File: src/rtl/particle_deposit_weights.sv
// -----------------------------------------------------------------------------
// particle_deposit_weights
// Bilinear particle-to-grid weighting unit. One particle position per input
// handshake is decoded into the four surrounding cells of a periodic
// NUM_ROWS x NUM_COLS grid. Each cell gets an exact area weight with 2*PFRAC
// fractional bits. The four weights always sum to 2^(2*PFRAC).
//
// Two-stage pipeline:
//   S1 holds the decoded indices, fractions and complements.
//   S2 holds the addresses and weights and is the output register.
// SERIAL=0 emits all four corners in one beat. SERIAL=1 emits one corner per
// beat, in lane 0.
//
// Ports
//   clk, rst              clock, asynchronous active-high reset
//   in_valid/in_ready     input handshake
//   in_y, in_x            fixed-point position (whole part = index, PFRAC frac)
//   out_valid/out_ready   output handshake
//   out_addr              four corner addresses, lane k at [k*ADDRW +: ADDRW]
//   out_weight            four corner weights, lane k at [k*WWIDTH +: WWIDTH]
//   out_corner            corner index of the beat (0 in parallel mode)
//   out_last              last beat of the particle
//   done_cnt              particles fully emitted (wrapping)
//   clear_cnt             synchronous clear of done_cnt; wins over an increment
// -----------------------------------------------------------------------------
module particle_deposit_weights #(
   parameter int NUM_ROWS = 64,
   parameter int NUM_COLS = 64,
   parameter int PFRAC    = 12,
   parameter int SERIAL   = 0,
   parameter int CNTWIDTH = 16,
   localparam int RB      = $clog2(NUM_ROWS),
   localparam int CB      = $clog2(NUM_COLS),
   localparam int ADDRW   = RB + CB,
   localparam int WWIDTH  = 2 * PFRAC + 1
) (
   input  logic                  clk,
   input  logic                  rst,
   input  logic                  in_valid,
   output logic                  in_ready,
   input  logic [RB+PFRAC-1:0]   in_y,
   input  logic [CB+PFRAC-1:0]   in_x,
   output logic                  out_valid,
   input  logic                  out_ready,
   output logic [4*ADDRW-1:0]    out_addr,
   output logic [4*WWIDTH-1:0]   out_weight,
   output logic [1:0]            out_corner,
   output logic                  out_last,
   output logic [CNTWIDTH-1:0]   done_cnt,
   input  logic                  clear_cnt
);
   localparam int PW = PFRAC + 1;
   // Fractions and complements are carried on PFRAC+1 bits, so that a
   // fraction of zero yields a full weight of ONE.
   localparam logic [PW-1:0] ONE = {1'b1, {PFRAC{1'b0}}};

   // The exact product never exceeds 2^(2*PFRAC). It therefore fits in WWIDTH bits.
   function automatic logic [WWIDTH-1:0] area_mul(input logic [PW-1:0] a, input logic [PW-1:0] b);
      return WWIDTH'(a) * WWIDTH'(b);
   endfunction

   logic              s1_valid_q;
   logic [RB-1:0]     r_q, r1_q, r1_d;
   logic [CB-1:0]     c_q, c1_q, c1_d;
   logic [PW-1:0]     fx_q, fy_q, fxc_q, fyc_q, fxc_d, fyc_d;
   logic              s2_valid_q;
   logic              s2_last_s, s2_release_s, s2_free_s, s1_advance_s, in_fire_s;
   logic [ADDRW-1:0]  p_addr_s [4];
   logic [WWIDTH-1:0] p_w_s [4];
   logic [CNTWIDTH-1:0] done_cnt_q, done_cnt_d;

   // S2 frees only when its final beat is taken. Stalls propagate back from there.
   assign s2_release_s = s2_valid_q && out_ready && s2_last_s;
   assign s2_free_s    = !s2_valid_q || s2_release_s;
   assign s1_advance_s = s1_valid_q && s2_free_s;
   assign in_ready     = !s1_valid_q || s1_advance_s;
   assign in_fire_s    = in_valid && in_ready;
   assign out_valid    = s2_valid_q;
   assign out_last     = s2_last_s;
   assign done_cnt     = done_cnt_q;

   // Wrapped neighbour indices and weight complements of the incoming position
   always_comb begin
      r1_d  = in_y[RB+PFRAC-1:PFRAC] + RB'(1'b1);
      c1_d  = in_x[CB+PFRAC-1:PFRAC] + CB'(1'b1);
      fxc_d = ONE - {1'b0, in_x[PFRAC-1:0]};
      fyc_d = ONE - {1'b0, in_y[PFRAC-1:0]};
   end

   // S1: decode register
   always_ff @(posedge clk or posedge rst) begin
      if (rst) begin
         s1_valid_q <= 1'b0;
         r_q   <= '0;
         r1_q  <= '0;
         c_q   <= '0;
         c1_q  <= '0;
         fx_q  <= '0;
         fy_q  <= '0;
         fxc_q <= '0;
         fyc_q <= '0;
      end else begin
         if (in_ready) begin
            s1_valid_q <= in_valid;
         end
         if (in_fire_s) begin
            r_q   <= in_y[RB+PFRAC-1:PFRAC];
            r1_q  <= r1_d;
            c_q   <= in_x[CB+PFRAC-1:PFRAC];
            c1_q  <= c1_d;
            fx_q  <= {1'b0, in_x[PFRAC-1:0]};
            fy_q  <= {1'b0, in_y[PFRAC-1:0]};
            fxc_q <= fxc_d;
            fyc_q <= fyc_d;
         end
      end
   end

   // Corner addresses {row, col} and area weights computed from S1
   always_comb begin
      p_addr_s[0] = {r_q,  c_q};
      p_addr_s[1] = {r_q,  c1_q};
      p_addr_s[2] = {r1_q, c_q};
      p_addr_s[3] = {r1_q, c1_q};
      p_w_s[0]    = area_mul(fxc_q, fyc_q);
      p_w_s[1]    = area_mul(fx_q,  fyc_q);
      p_w_s[2]    = area_mul(fxc_q, fy_q);
      p_w_s[3]    = area_mul(fx_q,  fy_q);
   end

   // S2 occupancy
   always_ff @(posedge clk or posedge rst) begin
      if (rst) begin
         s2_valid_q <= 1'b0;
      end else if (s2_free_s) begin
         s2_valid_q <= s1_valid_q;
      end
   end

   // Next value of the completed-particle counter
   always_comb begin
      if (clear_cnt) begin
         done_cnt_d = '0;
      end else if (s2_release_s) begin
         done_cnt_d = done_cnt_q + CNTWIDTH'(1'b1);
      end else begin
         done_cnt_d = done_cnt_q;
      end
   end

   // Completed-particle counter register
   always_ff @(posedge clk or posedge rst) begin
      if (rst) begin
         done_cnt_q <= '0;
      end else begin
         done_cnt_q <= done_cnt_d;
      end
   end

   generate
      if (SERIAL != 0) begin : g_serial
         logic [1:0]        corner_q;
         logic [ADDRW-1:0]  hold_addr_q [1:3];
         logic [WWIDTH-1:0] hold_w_q [1:3];
         logic [ADDRW-1:0]  lane_addr_q, next_addr_s;
         logic [WWIDTH-1:0] lane_w_q, next_w_s;
         logic              beat_fire_s;

         assign beat_fire_s = s2_valid_q && out_ready;

         // Corner that follows the one currently presented in lane 0
         always_comb begin
            case (corner_q)
               2'd0: begin
                  next_addr_s = hold_addr_q[1];
                  next_w_s    = hold_w_q[1];
               end
               2'd1: begin
                  next_addr_s = hold_addr_q[2];
                  next_w_s    = hold_w_q[2];
               end
               default: begin
                  next_addr_s = hold_addr_q[3];
                  next_w_s    = hold_w_q[3];
               end
            endcase
         end

         // Load a particle from S1, or step lane 0 through the held corners on each taken beat
         always_ff @(posedge clk or posedge rst) begin
            if (rst) begin
               corner_q    <= 2'd0;
               lane_addr_q <= '0;
               lane_w_q    <= '0;
               for (int k = 1; k < 4; k++) begin
                  hold_addr_q[k] <= '0;
                  hold_w_q[k]    <= '0;
               end
            end else if (s1_advance_s) begin
               corner_q    <= 2'd0;
               lane_addr_q <= p_addr_s[0];
               lane_w_q    <= p_w_s[0];
               for (int k = 1; k < 4; k++) begin
                  hold_addr_q[k] <= p_addr_s[k];
                  hold_w_q[k]    <= p_w_s[k];
               end
            end else if (beat_fire_s) begin
               if (s2_last_s) begin
                  corner_q <= 2'd0;
               end else begin
                  corner_q    <= corner_q + 2'd1;
                  lane_addr_q <= next_addr_s;
                  lane_w_q    <= next_w_s;
               end
            end
         end

         assign out_addr   = {{(3*ADDRW){1'b0}}, lane_addr_q};
         assign out_weight = {{(3*WWIDTH){1'b0}}, lane_w_q};
         assign out_corner = corner_q;
         assign s2_last_s  = (corner_q == 2'd3);
      end else begin : g_parallel
         logic [4*ADDRW-1:0]  addr_q;
         logic [4*WWIDTH-1:0] w_q;

         // S2 output register: all four corners in one beat
         always_ff @(posedge clk or posedge rst) begin
            if (rst) begin
               addr_q <= '0;
               w_q    <= '0;
            end else if (s1_advance_s) begin
               addr_q <= {p_addr_s[3], p_addr_s[2], p_addr_s[1], p_addr_s[0]};
               w_q    <= {p_w_s[3], p_w_s[2], p_w_s[1], p_w_s[0]};
            end
         end

         assign out_addr   = addr_q;
         assign out_weight = w_q;
         assign out_corner = 2'd0;
         assign s2_last_s  = 1'b1;
      end
   endgenerate

endmodule

File: config.mk
export PLATFORM = sky130hd
export DESIGN_NAME = particle_deposit_weights
export DESIGN_NICKNAME = d
export VERILOG_FILES = /design/src/rtl/particle_deposit_weights.sv
export SDC_FILE = /design/constraint.sdc
export NUM_CORES = 2
export LEC_CHECK = 0
export BUFFER_PORTS_ARGS = -buffer_cell sky130_fd_sc_hd__buf_2
export CAP_MARGIN = 15
export CORE_ASPECT_RATIO = 0.6
export CORE_MARGIN = 10
export CORE_UTILIZATION = 40
export CTS_BUF_LIST = sky130_fd_sc_hd__clkbuf_16
export CTS_CLUSTER_SIZE = 16
export DETAILED_ROUTE_END_ITERATION = 16
export SLEW_MARGIN = 5
export SYNTH_ARGS = -nofsm -noshare
export SYNTH_HDL_FRONTEND = slang
export SYNTH_SLANG_ARGS = --single-unit
File: constraint.sdc
create_clock -name clk -period 6.1 [get_ports clk]
set_input_delay 0.305 -clock clk [delete_from_list [all_inputs] [get_ports clk]]
set_output_delay 0.305 -clock clk [all_outputs]
set_load 0.05 [all_outputs]
==> summary.txt <==
Status = finished, final reports clean
Layout Nets = 4230
Tcrit/Tclk final = 0.953
Synthesized netlist cell count = 3320
Aggregate global-route resource usage = 0.193
Clk sinks = 210
YS warnings = 0
CTS Buffer Depth = 3
Final antenna-violating net count = 0
Worst-skew pair later-pin latency = 610 ps
First-pass GRT wire length = 129000 um
Placer Congestion = 0.924
Slowest CP cell = dfrtp_1
Setup crit start kind = flop
Crit-path max FO = 25
Clock transition at path regs = 60 ps
Count of final setup violators = 0
Largest net degree at the start of global routing = 103
Vias post-DR = 21800
WL final = 80200 um
Power per Cell Area = 556 nW/um^2
Synth area leaders = fa_1 (30%), dfrtp_1 (18%), ha_1 (11%), nand2_1 (9.1%), inv_1 (8.2%)
Die area = 83800 sq um
Asr flop ratio synth = 1.00
Setup TNS = 0 ps
Hold Crit Class = input port to flop
Synthesis-to-finish area growth = 11.5%
IO Pins = 210
IO Port Bufs = 205
Number of synthesized flops with an enable pin = 0
Post-synth cell types = 67
Worst slew pin tran = 1010 ps
Synth top area share = 0.305
Synth Register Bits = 210
Via/cell ratio = 4.86
Initial antenna violation count = 2
Worst Skew = 26.6 ps
Vias in the first global route = 22097
Hpwl dp = 64700 um
Design Area, Final = 32200 sq um
Seq/Total Area, Yosys = 0.182
RSZ-0062 raised after global routing = false
Cell breakdown of the critical path = nand2_1, fa_1, fa_1, fa_1, inv_1, fa_1, inv_1, fa_1, inv_1, ha_1, or3_1, o221a_1, o311a_4, or3_1, a211oi_2, o31ai_1
Routed wire per std cell = 17.9 um
Worst ir drop on vdd = 0.418 mV
Initial Util = 0.403
Slowest stage delay, CP = 880 ps
Setup bufs post-CTS = 0
Iter 0 DRT Violations = 1546
CTS tree = yes
Area of the mapped netlist = 28900 sq um
Fin crit period = 5810 ps
Achievable frequency = 172 MHz
Die W = 367 um
Synth cell count leaders = nand2_1 (698), inv_1 (632), fa_1 (440), and2_1 (272), ha_1 (261)
Drt first pass iters = 5
Avg Inst Size Synth = 8.71 sq um
Num rows = 76
Post-DP Area = 31000 sq um
Final Hold Slack = 32.8 ps
Largest area contributor in the synthesized netlist = fa_1
Relative slew margins = 0.325
Grt ovf = 0
DRC viols = 0
Layout cells sized above 1 = 0.0961
WP buf/inv = 3
CP most frequent cell = fa_1
Slew Viols, Final = 0
Final Hold Fails = 0
Most used DFF post-synth = dfrtp_1
CP required = 6560 ps
CTS root buffer = clkbuf_16
H-tree depth = 1
Leakage = 0.0173 uW
Worst endpoint data arrival time = 6270 ps
Total CTS buffers = 26
Critical Path Sink Type = flop
Max Cap Violations = 0
Delay-heaviest family, CP = adder cells
Kind of critical path = flop to flop
Core ar. = 71700 sq um
Die Ht = 228 um
Cell with the most instances after synthesis = nand2_1
==> layer usage <==
metal / GRT usage / part of all wire / vias up
met2: 0.272 / 0.41 / 629
met3: 0.0633 / 0.094 / 65
li1: - / - / 10403
met4: 0.0304 / 0.015 / 2
met1: 0.287 / 0.48 / 10701
met5: 0 / 0.00016 / -
==> path summary, 6_finish.rpt <==
check / from / end / slack [ps] / cells after the start
max in group asynchronous: rst / out_weight[63]$_DFFE_PP0P_ / 4240 / 4
worst max-delay path: fyc_q[3]$_DFFE_PP0P_ / out_weight[47]$_DFFE_PP0P_ / 290 / 16
worst min register to register: c1_q[5]$_DFFE_PP0P_ / out_addr[41]$_DFFE_PP0P_ / 470 / 2
worst min-delay path: in_x[1] / fxc_q[3]$_DFFE_PP0P_ / 30 / 4
worst max register to register: fyc_q[3]$_DFFE_PP0P_ / out_weight[47]$_DFFE_PP0P_ / 290 / 16
min in group asynchronous: rst / out_addr[25]$_DFFE_PP0P_ / 420 / 3
==> layout make-up <==
| class | count | area (sq um) |
|---|---|---|
| diodes | 1 | 2.50 |
| clock buffers | 26 | 651 |
| clock inverters | 19 | 231 |
| flip-flops and latches | 210 | 5260 |
| inverters | 632 | 2380 |
| multi-input cells | 2301 | 20500 |
| fillers | 7156 | 39400 |
| well taps | 975 | 1220 |
| repair buffers | 317 | 1990 |
==> where the power goes <==
group | internal [uW] | switching (uW) | total (uW)
combinational | 5400 | 8670 | 14100
sequential | 1810 | 376 | 2180
clock | 985 | 707 | 1690
total | 8190 | 9750 | 17900
==> kinds of logic (layout without fill, tap and decap cells) <==
group | after synthesis | in the layout | synth area share
AND/OR/NAND/NOR | 1146 | 1146 | 0.182
buffers and inverters | 811 | 994 | 0.109
adder cells (fa/ha/maj) | 701 | 701 | 0.418
AO/OA/AOI/OAI | 340 | 340 | 0.0759
flip-flops | 210 | 210 | 0.182
XOR/XNOR | 106 | 106 | 0.0321
multiplexers | 4 | 4 | 0.00143
other | 2 | 5 | 0.000260
==> flip-flops by register name (all words and copies together), names as in the netlist <==
signal,count
out_addr,24
fxc_q,13
out_valid,1
s1_valid_q,1
r1_q,6
r_q,6
c1_q,6
done_cnt,16
fx_q,11
fy_q,11
out_weight,96
c_q,6
fyc_q,13
==> cells in the final DEF, fill, tap and decap left out, types with 35 or more instances in the layout <==
master,synthesis,routed
buf_2,0,205
nor2_1,60,60
a21oi_1,55,55
xnor2_1,36,36
ha_1,261,261
o21ai_0,107,107
xor2_1,70,70
dfrtp_1,210,208
fa_1,440,440
a21o_1,35,35
inv_1,632,637
buf_4,31,75
and2_1,272,271
nand2_1,698,696
==> metrics by stage <==
step,std cells,worst slack (ps),util,power [uW]
after global placement,4401,495,0.433,16300
after global routing,4481,20.5,0.450,20100
after CTS,4480,339,0.450,18200
final,4481,288,0.450,17900
after detailed placement,4401,381,0.433,16300
after floorplan,3322,57.5,-,12800
==> timing repair <==
action | in CTS | in global routing
hold endpoints to repair | 134 | 0
resized for setup | 0 | 2
hold buffers | 34 | 0
endpoints found under the setup margin | 0 | 1
==> worst reg2reg max path, stage by stage, from the launching register on <==
cell and delay [ps]:
dfrtp_1 880, nand2_1 200, fa_1 470, fa_1 470, fa_1 570, inv_1 50
fa_1 480, inv_1 50, fa_1 470, inv_1 40, ha_1 220, or3_1 360
o221a_1 280, o311a_4 400, or3_1 380, a211oi_2 250, o31ai_1 100
Power figures use the tool's default switching activity.
